==> config.mk <==
export PLATFORM = sky130hd
export DESIGN_NAME = uart_io_sequencer
export DESIGN_NICKNAME = d
export VERILOG_FILES = /design/src/rtl/uart_io_pkg.sv /design/src/rtl/uart_io_buffer.sv /design/src/rtl/uart_io_sequencer.sv
export SDC_FILE = /design/constraint.sdc
export NUM_CORES = 1
export LEC_CHECK = 0
export BUFFER_PORTS_ARGS = -buffer_cell sky130_fd_sc_hd__buf_2
export CAP_MARGIN = 30
export CORE_AREA = 2 2 128 93
export CTS_BUF_LIST = sky130_fd_sc_hd__clkbuf_8
export DETAILED_ROUTE_END_ITERATION = 7
export DIE_AREA = 0 0 130 95
export PLACE_DENSITY = 0.82
export SLEW_MARGIN = 10
export SYNTH_ARGS = -nofsm -noshare
export SYNTH_HDL_FRONTEND = slang
export SYNTH_HIERARCHICAL = 1
export SYNTH_SLANG_ARGS = --single-unit
==> constraint.sdc <==
create_clock -name clk -period 3.8 [get_ports clk]
set_clock_uncertainty 0.1 [all_clocks]
set_input_delay 0.76 -clock clk [delete_from_list [all_inputs] [get_ports clk]]
set_output_delay 0.76 -clock clk [all_outputs]
set_load 0.005 [all_outputs]
==> src/rtl/uart_io_pkg.sv <==
// Shared types and constants for the UART I/O sequencer.
// UART_IO_CHECKSUM_EN adds the CSUM state used to append an XOR checksum byte.
package uart_io_pkg;
  localparam int         UART_IO_DEPTH_DEFAULT = 16;
  localparam logic [7:0] CSUM_INIT             = 8'h00;

`ifdef UART_IO_CHECKSUM_EN
  typedef enum logic [2:0] {S_IDLE, S_LOAD, S_ACK, S_DRAIN, S_CSUM} state_t;
`else
  typedef enum logic [1:0] {S_IDLE, S_LOAD, S_ACK, S_DRAIN} state_t;
`endif
endpackage

==> src/rtl/uart_io_buffer.sv <==
// Byte buffer for the sequencer: synchronous write, combinational read, no reset.
module uart_io_buffer
  import uart_io_pkg::*;
#(
  parameter  int DEPTH = UART_IO_DEPTH_DEFAULT,
  localparam int AW    = $clog2(DEPTH)
) (
  input  logic          clk,
  input  logic          we,
  input  logic [AW-1:0] waddr,
  input  logic [7:0]    wdata,
  input  logic [AW-1:0] raddr,
  output logic [7:0]    rdata
);
  logic [7:0] mem [DEPTH];

  always_ff @(posedge clk)
    if (we) mem[waddr] <= wdata;

  assign rdata = mem[raddr];
endmodule

==> src/rtl/uart_io_sequencer.sv <==
// Collects received bytes and replays them through the UART transmitter on a tx_start edge.
// UART_IO_CHECKSUM_EN appends an XOR checksum byte after the data.
module uart_io_sequencer
  import uart_io_pkg::*;
#(
  parameter  int DEPTH = UART_IO_DEPTH_DEFAULT,
  localparam int AW    = $clog2(DEPTH)
) (
  input  logic        clk,
  input  logic        reset,
  input  logic        rx_valid,
  input  logic [7:0]  rx_data,
  input  logic        tx_start,
  input  logic        tx_busy,
  output logic        tx_load,
  output logic [7:0]  tx_data,
  output logic [7:0]  led,
  output logic [AW:0] count,
  output logic        busy,
  output logic        overflow
);
  localparam logic [AW:0] FULL = (AW+1)'(DEPTH);

  state_t        state, state_nxt;
  logic          tx_start_q, start_evt;
  logic [AW-1:0] wr_ptr, rd_ptr, last, rd_sel;
  logic [AW:0]   fill;
  logic [7:0]    rd_data, load_byte;
  logic          wr_en, start_go, drain_done, finish, advance, enter_load;

  assign wr_en      = (state == S_IDLE) && rx_valid && (count != FULL);
  assign start_go   = (state == S_IDLE) && start_evt && ((count != '0) || wr_en);
  assign fill       = count + {{AW{1'b0}}, wr_en};
  assign drain_done = (state == S_DRAIN) && !tx_busy;
  assign finish     = drain_done && (state_nxt == S_IDLE);
  assign advance    = drain_done && (state_nxt == S_LOAD);
  assign enter_load = (state != S_LOAD) && (state_nxt == S_LOAD);
  assign rd_sel     = (state == S_IDLE) ? '0 : rd_ptr + 1'b1;
  // A byte written in the same cycle as the start edge is not yet in the RAM.
  assign load_byte  = (wr_en && (wr_ptr == rd_sel)) ? rx_data : rd_data;

  uart_io_buffer #(.DEPTH(DEPTH)) u_buf (
    .clk   (clk),
    .we    (wr_en),
    .waddr (wr_ptr),
    .wdata (rx_data),
    .raddr (rd_sel),
    .rdata (rd_data)
  );

`ifdef UART_IO_CHECKSUM_EN
  logic [7:0] csum;
  logic       csum_phase;

  always_ff @(posedge clk or negedge reset) begin
    if (!reset) begin
      csum       <= CSUM_INIT;
      csum_phase <= 1'b0;
    end else begin
      if (finish)     csum <= CSUM_INIT;
      else if (wr_en) csum <= csum ^ rx_data;
      if (state == S_CSUM)      csum_phase <= 1'b1;
      else if (state == S_IDLE) csum_phase <= 1'b0;
    end
  end
`endif

  always_ff @(posedge clk or negedge reset) begin
    if (!reset) state <= S_IDLE;
    else        state <= state_nxt;
  end

  always_comb begin
    state_nxt = state;
    case (state)
      S_IDLE:  if (start_go) state_nxt = S_LOAD;
      S_LOAD:  if (!tx_busy) state_nxt = S_ACK;
      S_ACK:   if (tx_busy)  state_nxt = S_DRAIN;
      S_DRAIN: if (!tx_busy) begin
`ifdef UART_IO_CHECKSUM_EN
        if (csum_phase)            state_nxt = S_IDLE;
        else if (rd_ptr == last)   state_nxt = S_CSUM;
        else                       state_nxt = S_LOAD;
`else
        state_nxt = (rd_ptr == last) ? S_IDLE : S_LOAD;
`endif
      end
`ifdef UART_IO_CHECKSUM_EN
      S_CSUM:  if (!tx_busy) state_nxt = S_ACK;
`endif
      default: state_nxt = S_IDLE;
    endcase
  end

  always_comb begin
    tx_load = (state == S_LOAD) && !tx_busy;
`ifdef UART_IO_CHECKSUM_EN
    if ((state == S_CSUM) && !tx_busy) tx_load = 1'b1;
`endif
    busy = (state != S_IDLE);
  end

  always_ff @(posedge clk or negedge reset) begin
    if (!reset) begin
      tx_start_q <= 1'b0;
      start_evt  <= 1'b0;
      wr_ptr     <= '0;
      rd_ptr     <= '0;
      last       <= '0;
      count      <= '0;
      led        <= '0;
      overflow   <= 1'b0;
      tx_data    <= '0;
    end else begin
      tx_start_q <= tx_start;
      start_evt  <= tx_start & ~tx_start_q;
      if (finish) begin
        count  <= '0;
        wr_ptr <= '0;
      end else if (wr_en) begin
        count  <= count + 1'b1;
        wr_ptr <= wr_ptr + 1'b1;
      end
      if (wr_en) led <= rx_data;
      if (rx_valid && !wr_en) overflow <= 1'b1;
      else if (start_go)      overflow <= 1'b0;
      if (start_go) begin
        rd_ptr <= '0;
        last   <= AW'(fill - 1'b1);
      end else if (advance) begin
        rd_ptr <= rd_ptr + 1'b1;
      end
      if (enter_load) tx_data <= load_byte;
`ifdef UART_IO_CHECKSUM_EN
      else if ((state != S_CSUM) && (state_nxt == S_CSUM)) tx_data <= csum;
`endif
    end
  end
endmodule
==> flow_summary.ini <==
[final_layout]
post-route-util_pct = 67.7
n_antenna_cell = 0
fillers = 738
layout-drive-gt1-share_pct = 26.8
syn_to_final_growth_pct = 11.5
fin_area_sq_um = 7630
layout.nets = 469

[clock_tree]
htree_num_levels = 4
post_cts_resized = 0
cts_tree = built
clk_path_buf_depth = 2
cts_buffers = 17
root_buffer = clkbuf_8
holdBufCountCts = 0
worstSkewPairLatency_ns = 0.44
clkTransAtPathRegs_ns = 0.08
cts_setup_buffers = 0
cts_sinks = 166

[timing]
finalSetupViolations = 0
fin_crit_sh_pct = 78.8
maxSlewViolCount = 0
setup_tns_ns = 0
hold_viol_final = 0
slew_headroom_pct = 42.0
fin_crit_ns = 2.99
worst_pin_slew_ns = 0.869
clock.fmax_ghz = 0.334
rsz0062_at_grt = false

[critical_path]
slowest_stage = nor2_1
crit_type = reg -> reg
crit_path_max_incr_delay_ns = 0.61
critPathArrivalTime_ns = 3.23
crit_buf_inv = 1
critPathTopFamily = multiplexers
end_kind = flop
crit_chain = nor2_1 > nor2_4 > buf_12 > mux4_2 > a22oi_1 > nand2_1 > mux2_2 > mux2_2
cp-start-kind = flop
cpMostUsedCell = mux2_2
worstPathMaxFanout = 32
crit_required_ns = 4.03

[logic_synthesis]
synth-edff-count = 128
syn_area_sq_um = 6840
ys_ff_latch = 166
synth_fp_nets = 415
synth-simple-area-share_pct = 7.37
synth_compound_gate_area_share_pct = 3.53
yosysWarnings = 6
postSynth.asyncResetShare_pct = 22.9
yosysSeqAreaShare_pct = 70.1
synthXorXnorAreaFrac_pct = 1.92
synth_top_family_by_area = multiplexers
synth_flop_cell = edfxtp_1
netlist-cell-type-count = 40
muxShareOfSynthArea_pct = 13.9
synthCells = 396
synth-adder-area-share_pct = 1.10
syn_avg_cell_area_sq_um = 17.3

[grt]
track_usage_pct = 23.8
antenna_found_initial = 0
grt_max_degree = 39
grt_overflow = 0
grt_pass1_vias = 3473
grt_pass1_wl_um = 20500

[power_and_ir_drop]
comb_power_share_pct = 34.5
seq_power_share_pct = 43.0
clkPwrFrac_pct = 22.6
irDropWorstVdd_uv = 418
leakage_nw = 2.80
swShare_pct = 32.9
p_int_mw = 3.70
power.switching_mw = 1.81
power_density_nw_per_um2 = 722

[placed_design]
port-buffer-count = 36
placed_cell_area_sq_um = 7230
gp_congestion = 0.805
hpwlAfterDp_um = 9110

[floorplan]
pin_count = 37
core_sq_um = 11300
die_w_um = 130
die-area_sq_um = 12400
die_h_um = 95
row_count = 33
start_util_pct = 60.7

[routing]
drt-pass1-iter-count = 5
vias_per_cell = 6.09
drt-initial-drc-count = 437
drt-wirelength-per-cell_um = 22.3
drc = 0
ant_nets = 0
wl_um = 13800
vias = 3778

[status]
status = finished, final reports clean

[flow_run]
cap_viol_max_count = 0

[worst_hold_path]
holdCritPathClass = reg -> reg
==> cell type report <==
type	count	area, sq um	area share, %
Inverter	6	22.5	0.295
Clock buffer	18	248	3.25
Tap cell	157	196	2.57
Timing Repair Buffer	51	305	4.00
Clock inverter	14	150	1.97
Sequential cell	166	4790	62.8
Multi-Input combinational cell	208	1920	25.1
==> sequential cells by signal (all words and copies together) (netlist names), 2 cells and up <==
name       cells
led            8
tx_data        8
last           4
wr_ptr         4
state          2
u_buf/mem    128
count          5
rd_ptr         4
==> power by group through the flow <==
stage	clock (mW)	sequential, mW	combinational (mW)
2_1_floorplan	0	2.34	1.38
3_3_place_gp	0	2.39	1.84
3_5_place_dp	0	2.40	1.88
4_1_cts	1.26	2.36	1.90
5_1_grt	1.34	2.39	2.05
6_report	1.24	2.37	1.90
==> cell usage after synthesis (2+ instances only) <==
| cell type | count | area share [%] |
|---|---|---|
| edfxtp_1 | 128 | 56 |
| nand2_1 | 44 | 2.4 |
| dfrtp_1 | 38 | 14 |
| nor2_1 | 27 | 1.5 |
| mux4_2 | 18 | 5.9 |
| a22oi_1 | 16 | 1.8 |
| mux2_2 | 16 | 2.6 |
| mux4_1 | 14 | 5.4 |
| nand3_1 | 9 | 0.66 |
| xnor2_1 | 8 | 1.0 |
| o21ai_0 | 7 | 0.51 |
| xor2_1 | 7 | 0.90 |
| ha_1 | 6 | 1.1 |
| inv_1 | 6 | 0.33 |
| a21oi_1 | 5 | 0.37 |
| buf_2 | 5 | 0.37 |
| nand2b_1 | 5 | 0.46 |
| buf_6 | 4 | 0.66 |
| nor3_1 | 4 | 0.29 |
| clkdlybuf4s25_2 | 3 | 0.44 |
| nand3b_1 | 3 | 0.33 |
| nand4_1 | 3 | 0.27 |
| clkbuf_1 | 2 | 0.11 |
| nor2b_1 | 2 | 0.18 |
==> stage by stage <==
stage	hold slack [ns]	setup slack, ns	total power [mW]	instances
finish	0.304	0.807	5.51	620
global route	0.308	0.675	5.78	620
CTS	0.303	0.838	5.52	620
detailed placement	0.295	0.846	4.28	588
global placement	0.281	0.868	4.23	588
floorplan	0.278	0.710	3.72	396
==> kinds of logic after synthesis <==
family / count (synthesis)
buf+inv: 22
flops: 166
simple gates: 106
compound gates: 33
xor+xnor: 15
fa+ha+maj: 6
mux: 48
==> worst register-to-register path, stage by stage, from the launching register on <==
cell	delay [ns]
dfrtp_1	0.48
nor2_1	0.61
nor2_4	0.06
buf_12	0.21
mux4_2	0.56
a22oi_1	0.25
nand2_1	0.08
mux2_2	0.29
mux2_2	0.26
==> worst paths after layout <==
path	cells past startpoint	to	from	slack (ns)
max in group asynchronous	1	tx_start_q	reset	2.73
max reg2reg	8	tx_data[0]	state[1]	0.81
min reg2reg	1	start_evt	tx_start_q	0.30
min	1	start_evt	tx_start_q	0.30
min in group asynchronous	1	rd_ptr[2]	reset	0.32
max	8	tx_data[0]	state[1]	0.81
==> cells in the final DEF (no fill, tap or decap), types with 7 or more instances in the layout <==
master | synthesis | final
buf_2 | 5 | 36
mux4_2 | 18 | 18
edfxtp_1 | 128 | 128
mux2_2 | 16 | 16
clkbuf_8 | 0 | 18
buf_4 | 1 | 14
inv_1 | 6 | 7
nand3_1 | 9 | 9
a22oi_1 | 16 | 16
xor2_1 | 7 | 7
xnor2_1 | 8 | 8
dfrtp_1 | 38 | 38
o21ai_0 | 7 | 7
nor2_1 | 27 | 25
mux4_1 | 14 | 14
nand2_1 | 44 | 44
==> metal layers <==
metal | GRT usage (%) | share of wire (%) | vias to the layer above
met5 | 0 | 0 | -
li1 | - | - | 1650
met4 | 7.17 | 1.4 | 0
met3 | 7.37 | 9.8 | 18
met1 | 38.2 | 46 | 1911
met2 | 31.4 | 43 | 199
No activity file was read; power rests on OpenSTA's default activity.
